File: config.mk
export PLATFORM = sky130hd
export DESIGN_NAME = produto_escalar_param
export DESIGN_NICKNAME = d
export VERILOG_FILES = /design/src/rtl/produto_escalar_param.sv
export SDC_FILE = /design/constraint.sdc
export NUM_CORES = 2
export LEC_CHECK = 0
export BUFFER_PORTS_ARGS = -buffer_cell sky130_fd_sc_hd__buf_4
export CAP_MARGIN = 20
export CORE_UTILIZATION = 65
export CTS_CLUSTER_DIAMETER = 100
export CTS_CLUSTER_SIZE = 12
export DETAILED_ROUTE_END_ITERATION = 10
export PLACE_DENSITY = 0.86
export RECOVER_POWER = 100
export SYNTH_ARGS = -nofsm -noshare
export SYNTH_HDL_FRONTEND = slang
export SYNTH_SLANG_ARGS = --single-unit
File: constraint.sdc
create_clock -name clk_i -period 23.5 [get_ports clk_i]
set_input_delay 1.175 -clock clk_i [delete_from_list [all_inputs] [get_ports clk_i]]
set_output_delay 1.175 -clock clk_i [all_outputs]
set_load 0.01 [all_outputs]
File: src/rtl/produto_escalar_param.sv
// produto_escalar_param
// Parametrised dot-product engine. It snapshots both operand vectors on a
// rising edge of iniciar, then accumulates LANES products per cycle into a
// widened accumulator. The final value goes to resultado and is held there.
// Each operand is extended by one bit (sign or zero), so a single signed
// multiplier path serves both signed and unsigned modes.

module produto_escalar_param #(
  parameter int DATA_W = 32,
  parameter int N      = 8,
  parameter int LANES  = 1,
  parameter int ACC_W  = 2*DATA_W + $clog2(N) + 1
) (
  input  logic                clk_i,
  input  logic                rst_ni,
  input  logic                iniciar,
  input  logic                abortar,
  input  logic                modo_signed,
  input  logic [N*DATA_W-1:0] a_i,
  input  logic [N*DATA_W-1:0] b_i,
  output logic [ACC_W-1:0]    resultado,
  output logic                concluido,
  output logic                ocupado
);

  localparam int K      = N / LANES;
  localparam int CNT_W  = (K > 1) ? $clog2(K) : 1;
  localparam int PROD_W = 2*DATA_W + 2;
  localparam int VEC_W  = N*DATA_W;

  // Reject parameter sets the datapath cannot honour.
  if (N % LANES != 0) begin : g_bad_lanes
    $error("produto_escalar_param: N must be a multiple of LANES");
  end
  if (DATA_W < 2) begin : g_bad_width
    $error("produto_escalar_param: DATA_W must be at least 2");
  end
  if (N < 1) begin : g_bad_len
    $error("produto_escalar_param: N must be at least 1");
  end

  typedef enum logic [1:0] {
    PARADO     = 2'd0,
    CALCULANDO = 2'd1,
    CONCLUIDO  = 2'd2
  } estado_t;

  estado_t              state_r, state_n;
  logic                 iniciar_prev_r;
  logic                 start_pulse_s;
  logic                 start_ok_s;
  logic                 last_beat_s;
  logic [VEC_W-1:0]     a_lat_r, b_lat_r;
  logic                 signed_lat_r;
  logic [CNT_W-1:0]     contador_r;
  logic [ACC_W-1:0]     acumulador_r;
  logic [ACC_W-1:0]     beat_sum_s;
  logic [ACC_W-1:0]     acc_next_s;
  logic [ACC_W-1:0]     resultado_r;
  logic                 concluido_r, ocupado_r;

  // One product term. The operands are extended to DATA_W+1 bits and then
  // multiplied as signed values. The result is sign-extended to ACC_W. In
  // unsigned mode the product is never negative, so sign extension equals
  // zero extension.
  function automatic logic [ACC_W-1:0] mac_term(
    input logic [DATA_W-1:0] op_a,
    input logic [DATA_W-1:0] op_b,
    input logic              sgn
  );
    logic signed [PROD_W-1:0] ea;
    logic signed [PROD_W-1:0] eb;
    logic signed [PROD_W-1:0] prod;
    ea   = PROD_W'($signed({sgn & op_a[DATA_W-1], op_a}));
    eb   = PROD_W'($signed({sgn & op_b[DATA_W-1], op_b}));
    prod = ea * eb;
    return ACC_W'(prod);
  endfunction

  assign start_pulse_s = iniciar & ~iniciar_prev_r;
  assign start_ok_s    = start_pulse_s & (state_r != CALCULANDO);
  assign last_beat_s   = (contador_r == CNT_W'(K - 1));
  assign acc_next_s    = acumulador_r + beat_sum_s;

  // Sum of this beat's LANES products taken from the latched operands.
  always_comb begin
    beat_sum_s = '0;
    for (int l = 0; l < LANES; l++) begin
      beat_sum_s = beat_sum_s + mac_term(
        a_lat_r[(int'(contador_r)*LANES + l)*DATA_W +: DATA_W],
        b_lat_r[(int'(contador_r)*LANES + l)*DATA_W +: DATA_W],
        signed_lat_r);
    end
  end

  // Next-state logic. An abort overrides completion. Start edges count only
  // outside CALCULANDO.
  always_comb begin
    state_n = state_r;
    case (state_r)
      PARADO: begin
        if (start_ok_s) state_n = CALCULANDO;
        else            state_n = PARADO;
      end
      CALCULANDO: begin
        if (abortar)          state_n = PARADO;
        else if (last_beat_s) state_n = CONCLUIDO;
        else                  state_n = CALCULANDO;
      end
      CONCLUIDO: begin
        if (start_ok_s) state_n = CALCULANDO;
        else            state_n = CONCLUIDO;
      end
      default: state_n = PARADO;
    endcase
  end

  // State register, start-edge history and registered status flags.
  always_ff @(posedge clk_i or negedge rst_ni) begin
    if (!rst_ni) begin
      state_r        <= PARADO;
      iniciar_prev_r <= 1'b0;
      concluido_r    <= 1'b0;
      ocupado_r      <= 1'b0;
    end else begin
      state_r        <= state_n;
      iniciar_prev_r <= iniciar;
      concluido_r    <= (state_n == CONCLUIDO);
      ocupado_r      <= (state_n == CALCULANDO);
    end
  end

  // Datapath: operand snapshot, accumulation and capture of the result.
  // An abort leaves resultado untouched.
  always_ff @(posedge clk_i or negedge rst_ni) begin
    if (!rst_ni) begin
      a_lat_r      <= '0;
      b_lat_r      <= '0;
      signed_lat_r <= 1'b0;
      contador_r   <= '0;
      acumulador_r <= '0;
      resultado_r  <= '0;
    end else if (start_ok_s) begin
      a_lat_r      <= a_i;
      b_lat_r      <= b_i;
      signed_lat_r <= modo_signed;
      contador_r   <= '0;
      acumulador_r <= '0;
    end else if ((state_r == CALCULANDO) && !abortar) begin
      acumulador_r <= acc_next_s;
      if (last_beat_s) begin
        contador_r  <= '0;
        resultado_r <= acc_next_s;
      end else begin
        contador_r  <= contador_r + CNT_W'(1);
      end
    end else begin
      contador_r   <= contador_r;
      acumulador_r <= acumulador_r;
    end
  end

  assign resultado = resultado_r;
  assign concluido = concluido_r;
  assign ocupado   = ocupado_r;

endmodule

==> results by group <==
Hold path
  – Worst hold path depth: 2
  – Hold EP: resultado[23]
  – Hold WC Path Type: reg2reg
  – HP Start: resultado[23]

Floorplan
  – Core Area: 106,000 sq um
  – Die height: 329 microns
  – Core Rows: 119
  – Die Width: 329 microns
  – Initial Util: 65.9%
  – Die ar.: 108,000 sq um
  – I/O Pins: 587

STA
  – Tmin final: 16.93 ns
  – RSZ-0062 raised after global routing: false
  – Final Cycle Share: 72.1%
  – Least-Margin Pin Slew: 4.86 ns
  – Fmax: 59.1 MHz
  – Final hold violation count: 0
  – Final setup fails: 0
  – Clock Skew: 0.0961 ns
  – Setup WS post-layout: 6.57 ns
  – Setup TNS: 0 ns
  – Hold_ws: 0.484 ns
  – Slew HR: -224%
  – Final max-slew violation count: 1,064

Finish
  – Syn-to-layout area delta: 10.2%
  – Fraction of layout cells with a size suffix above 1: 20.8%
  – Commonest non-fill, non-tap cells in the layout: inv_1 (1,186), fa_1 (1,147), nand2_1 (737), dfrtp_1 (655), mux2_2 (613)
  – Commonest non-fill, non-tap cell in the layout: inv_1
  – # fillers: 7,265
  – Final nets: 8,854
  – Final Cell Area: 76,800 sq um

Clock tree
  – Post-CTS Setup Inserts: 0
  – Post-CTS Hold Fix Bufs: 0
  – CTS H-Tree Depth: 2
  – CTS tree: built
  – Total CTS buffers: 60
  – Reg clk slew, reported paths: 0.06 ns
  – Clock tree buffer depth: 3
  – Post-CTS sizing: 0
  – Root buffer cell: clkbuf_16
  – Clock sink count: 657
  – Clock Latency Late Sink: 0.71 ns

Synthesis
  – Sequential element share of the synthesized area: 23.6%
  – Ys flop type: dfrtp_1
  – Synthesized area: 69,700 sq um
  – Mapped Nets: 8,432
  – Mapped Avg Cell Area: 10.8 sq um
  – Post-synth top area share: 33.0%
  – Post-synthesis register bit count: 657
  – Post-synth cell types: 78
  – Leading area contributor after synthesis: fa_1
  – YS warnings: 0
  – Number of synthesized flops with an enable pin: 0
  – Post-Synthesis Cells: 6,480
  – Post-synth ARST share: 100%
  – Synth area leaders: fa_1 (33%), dfrtp_1 (24%), mux2_2 (10%), inv_1 (6.4%), ha_1 (5.2%)

Placed design
  – Placer Congestion: 1.04
  – # port buffers: 586
  – Placed cell area: 75,500 sq um
  – Place WS: 9.59 ns
  – HPWL Detailed: 174 mm

Worst setup path
  – Reg2reg end: a_lat_r[143]
  – CP Data Required Time: 24.04 ns
  – Critical Path Start Type: input port
  – Reg2reg path depth: 9
  – Worst flop-to-flop path startpoint: iniciar_prev_r
  – Crit path DAT: 17.47 ns
  – Maximum fanout along the worst path: 87
  – Flop-to-flop setup slack: 6.76 ns
  – CP Class: in2reg
  – Crit. End Element: flip-flop

Global route
  – Initial antenna violation count: 36
  – Number of global-route vias before repair: 57,000
  – Grt ovf: 0
  – Largest net degree at the start of global routing: 185
  – First-pass GRT wire length: 344 mm
  – Total Routing Usage GR: 43.3%

Route
  – Max layer used: met5
  – DRC viols: 10
  – Met2 wire len: 107 mm
  – Antenna-violating nets left: 0
  – Wirelength, routed: 232 mm
  – 1st-pass router iterations: 11
  – DR vias/cell: 6.31
  – Routed vias: 52,600
  – Iter 0 DRT Violations: 5,370
  – Wire length per cell: 27.9 microns
  – Met1 wire length: 75.5 mm
  – Met3 Routed Length: 27.8 mm

Run
  – Max-cap violations: 16

Status
  – Failing checks: DRC, capacitance limit, slew limit
  – Outcome: complete, but fails checks
-- worst max path at each step --
stage | startpoint | end | slack, ns
4_1_cts | contador_r[1] | acumulador_r[67] | 9.49
5_1_grt | iniciar | a_lat_r[241] | 5.90
2_1_floorplan | contador_r[0] | acumulador_r[66] | 12.20
6_report | iniciar | a_lat_r[143] | 6.57
3_5_place_dp | contador_r[1] | acumulador_r[67] | 9.59
3_3_place_gp | contador_r[1] | acumulador_r[66] | 9.84
-- stage by stage --
stage                     instances  utilization (%)
after floorplan                6480                -
after global placement         8227             71.4
after detailed placement       8228             71.4
after CTS                      8296             72.9
after global routing           8325             72.6
final                          8331             72.6
-- sequential cells by signal (all words and copies together), names as in the netlist --
signal / flops
b_lat_r: 256
concluido: 1
iniciar_prev_r: 1
signed_lat_r: 1
acumulador_r: 68
resultado: 68
contador_r: 3
state_r: 2
ocupado: 1
a_lat_r: 256
-- per-layer routing --
layer	GRT usage (%)	up-vias
met1	50.4	26600
met2	67.9	3577
met4	31.4	16
li1	-	21200
met5	0.435	-
met3	13.9	1255
-- critical path, cell delays in order --
cell and delay [ns]:
clkbuf_1 0.13, nand2b_1 0.12, a21oi_1 0.27, clkbuf_1 2.83, clkbuf_1 3.26, clkbuf_1 2.10
clkbuf_1 2.52, clkbuf_1 3.10, buf_4 1.20, mux2_2 0.44
-- area by class of cell --
cell class                      instances  area [sq um]  area share [%]
Clock buffer                           65          1530            1.99
Clock inverter                          3          90.1           0.117
Tap cell                             1391          1740            2.27
Multi-Input combinational cell       4312         47600            62.0
Antenna cell                           32          80.1           0.104
Inverter                             1187          4460            5.80
Timing Repair Buffer                  684          4860            6.32
Sequential cell                       657         16400            21.4
-- logic make-up after synthesis --
| logic type | after synthesis | share of synthesized area, % |
|---|---|---|
| buffers and inverters | 1511 | 8.18 |
| adders and majority gates | 1435 | 38.1 |
| and+or+nand+nor | 1428 | 8.41 |
| muxes | 812 | 15.1 |
| DFF | 657 | 23.6 |
| AOI/OAI and AO/OA | 504 | 4.87 |
| xor gates and xnor gates | 133 | 1.70 |
-- cell usage after synthesis (9+ instances only) --
cell / n
o21ai_0: 80
o21a_1: 9
nand4_1: 19
dfrtp_1: 657
o21bai_1: 23
nand2_1: 737
nor2_1: 481
a21o_1: 85
fa_1: 1147
mux4_2: 128
nand2b_1: 27
and3_1: 23
nor2b_1: 19
o211ai_1: 11
a21boi_0: 9
inv_1: 1186
a22o_1: 61
and2_1: 33
mux2i_1: 52
buf_1: 28
clkbuf_1: 276
nor3_1: 19
ha_1: 288
mux2_2: 632
a21oi_1: 134
nand3_1: 33
o31ai_1: 12
xor2_1: 41
a31oi_1: 12
or3_1: 9
buf_2: 19
a211oi_1: 14
o21ai_1: 9
xnor2_1: 90
Power is left out: the tool's default activity adds up to more than one toggle a clock period on the data nets, which glitch-free logic cannot reach.
